$ cat src/rtl/npu_seq_pkg.sv
// Shared types and bus layout for the NPU layer sequencer.
package npu_seq_pkg;

  localparam int DBUS_W = 64;
  localparam int WORD_W = 32;
  localparam int LANE_W = 8;
  localparam int ANS_W  = 4;

  localparam int LANE_DA = 0;
  localparam int LANE_DB = 1;
  localparam int LANE_DC = 2;
  localparam int LANE_DD = 3;
  localparam int LANE_DE = 4;
  localparam int LANE_DF = 5;
  localparam int LANE_DG = 6;
  localparam int LANE_DH = 7;

  // Feature word occupies DA..DD, weight word occupies DE..DH.
  localparam int LO_WORD_LSB = LANE_DA * LANE_W;
  localparam int HI_WORD_LSB = LANE_DE * LANE_W;

  typedef enum logic [2:0] {
    IDLE,
    CFG,
    FEED,
    DRAIN,
    DONE
  } state_t;

  typedef enum logic [1:0] {
    PK_NONE,
    PK_CFG,
    PK_FEED
  } pipe_kind_t;

endpackage

$ cat src/rtl/npu_layer_sequencer_argmax.sv
// Running argmax over NPU result bytes; strictly-greater update keeps the lowest index on ties.
module argmax_tracker
  import npu_seq_pkg::*;
#(
  parameter int VAL_W = 8,
  parameter int IDX_W = ANS_W
) (
  input  logic             clk,
  input  logic             reset,
  input  logic             clear,
  input  logic             valid,
  input  logic [VAL_W-1:0] din,
  input  logic [IDX_W-1:0] idx,
  output logic [VAL_W-1:0] max_val,
  output logic [IDX_W-1:0] answer
);

  logic [VAL_W-1:0] max_val_q, max_val_d;
  logic [IDX_W-1:0] answer_q, answer_d;

  always_comb begin
    max_val_d = max_val_q;
    answer_d  = answer_q;
    if (clear) begin
      max_val_d = '0;
      answer_d  = '0;
    end else if (valid && (din > max_val_q)) begin
      max_val_d = din;
      answer_d  = idx;
    end
  end

  always_ff @(posedge clk) begin
    if (reset) begin
      max_val_q <= '0;
      answer_q  <= '0;
    end else begin
      max_val_q <= max_val_d;
      answer_q  <= answer_d;
    end
  end

  assign max_val = max_val_q;
  assign answer  = answer_q;

endmodule

$ cat src/rtl/npu_layer_sequencer.sv
// Streams config and feature/weight words from the RAM banks into npu_top, then collects
// the result bytes and reports the winning class.
module npu_layer_sequencer
  import npu_seq_pkg::*;
#(
  parameter int IMG_AW  = 10,
  parameter int W_AW    = 15,
  parameter int N_CFG   = 16,
  parameter int N_OUT   = 10,
  parameter int TIMEOUT = 4096
) (
  input  logic              clk,
  input  logic              reset,
  input  logic              start,
  input  logic              abort,
  input  logic [IMG_AW-1:0] n_step,
  output logic [IMG_AW-1:0] img_addr,
  output logic [W_AW-1:0]   w_addr,
  input  logic [31:0]       img_rd,
  input  logic [31:0]       w_rd,
  output logic [DBUS_W-1:0] d_bus,
  output logic              en_config,
  output logic              en_fsm,
  input  logic [7:0]        d_out,
  input  logic              d_out_valid,
  output logic              busy,
  output logic              ready,
  output logic              err,
  output logic [ANS_W-1:0]  answer,
  output logic [7:0]        max_val
);

  localparam int RC_W = $clog2(N_OUT + 1);
  localparam int ID_W = $clog2(TIMEOUT);

  localparam logic [W_AW-1:0] CFG_LAST = W_AW'(N_CFG - 1);
  localparam logic [W_AW-1:0] CFG_BASE = W_AW'(N_CFG);
  localparam logic [RC_W-1:0] RC_FULL  = RC_W'(N_OUT);
  localparam logic [RC_W-1:0] RC_LAST  = RC_W'(N_OUT - 1);
  localparam logic [ID_W-1:0] TO_LAST  = ID_W'(TIMEOUT - 1);

  state_t          state_q, state_d;
  pipe_kind_t      pipe_q, pipe_d;
  logic [W_AW-1:0] cnt_q, cnt_d;
  logic [W_AW-1:0] n_step_q, n_step_d;
  logic [RC_W-1:0] rcnt_q, rcnt_d;
  logic [ID_W-1:0] idle_q, idle_d;
  logic            err_q, err_d;
  logic            res_take;
  logic            arg_clear;

  assign res_take = !abort && d_out_valid && (state_q inside {FEED, DRAIN})
                    && (rcnt_q < RC_FULL);

  always_comb begin
    state_d   = state_q;
    pipe_d    = PK_NONE;
    cnt_d     = cnt_q;
    n_step_d  = n_step_q;
    rcnt_d    = rcnt_q;
    idle_d    = idle_q;
    err_d     = err_q;
    arg_clear = 1'b0;

    if (res_take) begin
      rcnt_d = rcnt_q + 1'b1;
    end

    case (state_q)
      IDLE, DONE: begin
        if (start) begin
          state_d   = CFG;
          cnt_d     = '0;
          n_step_d  = W_AW'(n_step);
          rcnt_d    = '0;
          idle_d    = '0;
          err_d     = 1'b0;
          arg_clear = 1'b1;
        end
      end
      CFG: begin
        pipe_d = PK_CFG;
        if (cnt_q == CFG_LAST) begin
          cnt_d   = '0;
          state_d = (n_step_q == '0) ? DRAIN : FEED;
        end else begin
          cnt_d = cnt_q + 1'b1;
        end
      end
      FEED: begin
        pipe_d = PK_FEED;
        if (cnt_q == n_step_q - W_AW'(1)) begin
          cnt_d   = '0;
          state_d = DRAIN;
        end else begin
          cnt_d = cnt_q + 1'b1;
        end
      end
      DRAIN: begin
        // The final accepted strobe completes the layer in the same cycle.
        if ((rcnt_q == RC_FULL) || (res_take && (rcnt_q == RC_LAST))) begin
          state_d = DONE;
        end else if (d_out_valid) begin
          idle_d = '0;
        end else if (idle_q == TO_LAST) begin
          state_d = DONE;
          err_d   = 1'b1;
        end else begin
          idle_d = idle_q + 1'b1;
        end
      end
      default: state_d = IDLE;
    endcase

    if (abort) begin
      state_d   = IDLE;
      pipe_d    = PK_NONE;
      cnt_d     = '0;
      rcnt_d    = '0;
      idle_d    = '0;
      err_d     = 1'b0;
      arg_clear = 1'b1;
    end
  end

  always_ff @(posedge clk) begin
    if (reset) begin
      state_q  <= IDLE;
      pipe_q   <= PK_NONE;
      cnt_q    <= '0;
      n_step_q <= '0;
      rcnt_q   <= '0;
      idle_q   <= '0;
      err_q    <= 1'b0;
    end else begin
      state_q  <= state_d;
      pipe_q   <= pipe_d;
      cnt_q    <= cnt_d;
      n_step_q <= n_step_d;
      rcnt_q   <= rcnt_d;
      idle_q   <= idle_d;
      err_q    <= err_d;
    end
  end

  always_comb begin
    img_addr = '0;
    w_addr   = '0;
    case (state_q)
      CFG:  w_addr = cnt_q;
      FEED: begin
        img_addr = cnt_q[IMG_AW-1:0];
        w_addr   = CFG_BASE + cnt_q;
      end
      default: ;
    endcase
  end

  // RAM data arrives one cycle after the address, aligned with the registered pipe kind.
  always_comb begin
    d_bus = '0;
    case (pipe_q)
      PK_CFG:  d_bus[HI_WORD_LSB +: WORD_W] = w_rd;
      PK_FEED: begin
        d_bus[HI_WORD_LSB +: WORD_W] = w_rd;
        d_bus[LO_WORD_LSB +: WORD_W] = img_rd;
      end
      default: ;
    endcase
  end

  assign en_config = (pipe_q == PK_CFG);
  assign en_fsm    = (pipe_q == PK_FEED);
  assign busy      = state_q inside {CFG, FEED, DRAIN};
  assign ready     = (state_q == DONE);
  assign err       = err_q;

  argmax_tracker #(
    .VAL_W(8),
    .IDX_W(ANS_W)
  ) u_argmax (
    .clk    (clk),
    .reset  (reset),
    .clear  (arg_clear),
    .valid  (res_take),
    .din    (d_out),
    .idx    (ANS_W'(rcnt_q)),
    .max_val(max_val),
    .answer (answer)
  );

endmodule

$ cat config.mk
export PLATFORM = sky130hd
export DESIGN_NAME = npu_layer_sequencer
export DESIGN_NICKNAME = d
export VERILOG_FILES = /design/src/rtl/npu_seq_pkg.sv /design/src/rtl/npu_layer_sequencer_argmax.sv /design/src/rtl/npu_layer_sequencer.sv
export SDC_FILE = /design/constraint.sdc
export NUM_CORES = 1
export LEC_CHECK = 0
export BUFFER_PORTS_ARGS = -buffer_cell sky130_fd_sc_hd__buf_2
export CAP_MARGIN = 25
export CORE_UTILIZATION = 47
export CTS_BUF_LIST = sky130_fd_sc_hd__clkbuf_4 sky130_fd_sc_hd__clkbuf_8 sky130_fd_sc_hd__clkbuf_16
export DETAILED_ROUTE_END_ITERATION = 16
export GPL_ROUTABILITY_DRIVEN = 1
export HOLD_SLACK_MARGIN = 0.08
export PLACE_DENSITY = 0.86
export SKIP_CTS_REPAIR_TIMING = 1
export SKIP_LAST_GASP = 1
export SYNTH_ARGS = -nofsm -noshare
export SYNTH_HDL_FRONTEND = slang
export SYNTH_HIERARCHICAL = 1
export SYNTH_SLANG_ARGS = --single-unit
export TNS_END_PERCENT = 10
$ cat constraint.sdc
create_clock -name clk -period 3.5 [get_ports clk]
set_clock_uncertainty 0.1 [all_clocks]
set_input_delay 0.175 -clock clk [delete_from_list [all_inputs] [get_ports clk]]
set_output_delay 0.175 -clock clk [all_outputs]
set_load 0.01 [all_outputs]
==> run_results.csv <==
group,metric,value,unit
outcome,status,"complete, no violations",
yosys,synthAdderAreaFrac,5.32,%
yosys,synth-edff-count,0,
cells_and_area,nets,858,
timing,slew_viol_final,0,
routing,drt-total-wl,16.3,mm
floorplan,fp.coreArea,8720,µm²
yosys,yosysSeqAreaShare,27.9,%
cts,htreeDepth,3,
yosys,synth_compound_area_share,20.5,%
cells_and_area,seqCellArea,1180,µm²
critical_path,crit_arrival,2.99,ns
yosys,synth_cell_types,61,
global_route,grt_usage,33.2,%
pwr,cellPowerDensity,319,nW/µm²
timing,fin_crit_sh,81.9,%
pwr,pwr-share-seq,39.5,%
cells_and_area,area_delta_synth_final,32.3,%
floorplan,initial_core_util,48.5,%
critical_path,crit_fanout,12,
floorplan,fp.dieW,96.9,µm
cells_and_area,final_cell_mix,"buf_2, nand2_1, dfxtp_1, nor2_1, and2_1",
yosys,syn_inst,564,
yosys,yosysWarnings,6,
hold_path,hold_class,"input pin to flop",
yosys,synth-xor-area-share,4.97,%
routing,dr_total_vias,5120,
cells_and_area,num-fill-cells,717,
timing,fin_crit,2.87,ns
timing,relSlewSlack,37.8,%
placed_design,place_ws,0.774,ns
flow_run,max_cap_violations,0,
pwr,swShare,29.8,%
timing,rsz0062_at_grt,"no",
timing,worst_pin_slew,0.933,ns
floorplan,io_pins,193,
placed_design,dp_hpwl,12.6,mm
pwr,p_leak,2.51,nW
yosys,synth_simple_gate_area_share,35.2,%
critical_path,cp-start-kind,"flop",
cts,cts_inserted_buffers,9,
timing,final.setup.tns,0,ns
yosys,syn-num-nets,669,
yosys,yosys.area.top_type,"dfxtp_1",
critical_path,critPathRequiredTime,3.62,ns
routing,ant_nets,0,
global_route,grt_antenna_before_repair,0,
pwr,irDropWorstVdd,240,µV
global_route,grt_pass1_vias,4717,
cells_and_area,drive_above_1_share,31.0,%
routing,avgViaCountPerCell,5.91,
yosys,synth.mux.area_fraction,0.709,%
yosys,synthFlopType,"dfxtp_1",
yosys,synthTopCellsByArea,"dfxtp_1, and2_1, nand2_1",
global_route,overflow,0,
yosys,yosysTopAreaCellShare,27.9,%
timing,finalWorstSetupSlack,0.634,ns
yosys,ys_seq_elements,59,
cts,insertion_delay,0.34,ns
routing,drc_errors,0,
cts,clockRootBuffer,"clkbuf_8",
cells_and_area,multiInputGateArea,2830,µm²
critical_path,critical_path_class,"flop to flop",
pwr,p_clk_share,39.8,%
routing,drt_iter0_drc,462,
timing,max_freq,0.349,GHz
timing,hold_viol,0,
cells_and_area,diodes,0,
pwr,p_sw,0.531,mW
critical_path,cp-end-kind,"flop",
placed_design,portBuffers,192,
yosys,synth_area,4230,µm²
cts,cts_buffer_depth,2,
cts,cts_tree,"yes",
floorplan,dieArea,9390,µm²
floorplan,rows,34,
timing,finalSetupViolCount,0,
yosys,synthArstFlopShare,0,%
pwr,internal-power,1.25,mW
floorplan,fp.dieH,96.9,µm
pwr,power_frac_comb,20.7,%
global_route,grt_pass1_wl,24.8,mm
cts,cts_sinks,59,
cells_and_area,final_common_cell,"buf_2",
placed_design,gp_congestion,1.04,
yosys,avgSynthCellArea,7.50,µm²
cts,clk_pin_slew,0.07,ns
global_route,grt_max_degree,34,
routing,wl_per_cell,18.8,µm
routing,dr.pass1.iters,5,
yosys,synth_top_family_by_area,"simple AND/OR/NAND/NOR gates",
-- cells by family (layout without fill, tap and decap cells) --
logic type      count (synthesis)  count (layout)
simple gates                  286             286
flops                          59              59
compound gates                121             121
mux                             3               3
buf+inv                        53             247
fa+ha+maj                      18              18
xor+xnor                       24              24
-- cell type report --
type,count,area share (%)
Clock buffer,10,2.46
Inverter,19,1.27
Timing Repair Buffer,212,20.6
Sequential cell,59,21.1
Tap cell,108,2.41
Clock inverter,6,1.59
Multi-Input combinational cell,452,50.5
-- synth_stat cells, types with 2 or more instances --
cell,instances
a211oi_1,4
a21boi_0,2
a21boi_2,9
a21o_1,2
a21oi_1,21
a31oi_1,9
a32o_1,2
and2_1,42
and3_1,12
buf_2,2
buf_6,3
clkbuf_1,28
dfxtp_1,59
ha_1,18
inv_1,19
mux2i_1,3
nand2_1,63
nand2b_1,7
nand3_1,30
nand4_1,11
nor2_1,47
nor2b_1,37
nor3_1,14
nor3b_1,2
nor4_1,8
o211ai_1,5
o21a_1,3
o21ai_0,25
o21ai_1,9
o21ai_2,2
o31a_2,2
o31ai_1,9
o32ai_1,2
o41ai_1,2
or2_2,2
or4_1,2
xnor2_1,15
xor2_1,9
-- metrics by stage --
stage	area [µm²]	util [%]	power, mW	instances	hold slack [ns]
after floorplan	4230	-	0.937	564	0.211
after global placement	5190	59.6	1.04	832	0.322
after detailed placement	5190	59.6	1.06	832	0.327
after CTS	5420	62.2	1.76	848	-0.0436
after global routing	5600	64.2	1.85	866	0.0850
final	5600	64.2	1.78	866	0.0778
-- power by group through the flow --
stage	logic, mW	registers [mW]	clock network [mW]
floorplan	0.226	0.711	0
global placement	0.327	0.717	0
detailed placement	0.338	0.719	0
CTS	0.340	0.703	0.713
global route	0.399	0.706	0.746
finish	0.369	0.705	0.711
-- path summary, 6_finish.rpt --
kind,start,endpoint,slack [ns],cells past startpoint
worst min register to register,u_argmax/answer[1],u_argmax/answer[1],0.40,2
worst min-delay path,reset,n_step_q[5],0.08,2
worst max register to register,n_step_q[0],cnt_q[9],0.63,9
worst max-delay path,n_step_q[0],cnt_q[9],0.63,9
-- per-layer routing --
layer,wire (µm),GRT usage (%),share of wire [%]
met4,852,15.3,5.2
met2,8210,59.5,50
met3,1180,6.58,7.3
met1,6050,37.8,37
met5,0,0,0
-- sequential cells by signal, indices dropped and copies added, names as in the netlist --
signal / count
state_q: 3
u_argmax/max_val: 8
n_step_q: 10
cnt_q: 15
err: 1
u_argmax/answer: 4
idle_q: 12
rcnt_q: 4
pipe_q: 2
-- worst max-delay path: stages (launching register included) --
cell	delay [ns]
dfxtp_1	0.38
inv_1	0.10
ha_1	0.31
nor3b_1	0.28
xnor2_1	0.18
o2111ai_1	0.24
o41ai_4	0.41
nand4b_2	0.37
nand3_1	0.29
o31ai_1	0.09
Note: power is estimated with default switching activity, not from simulation.
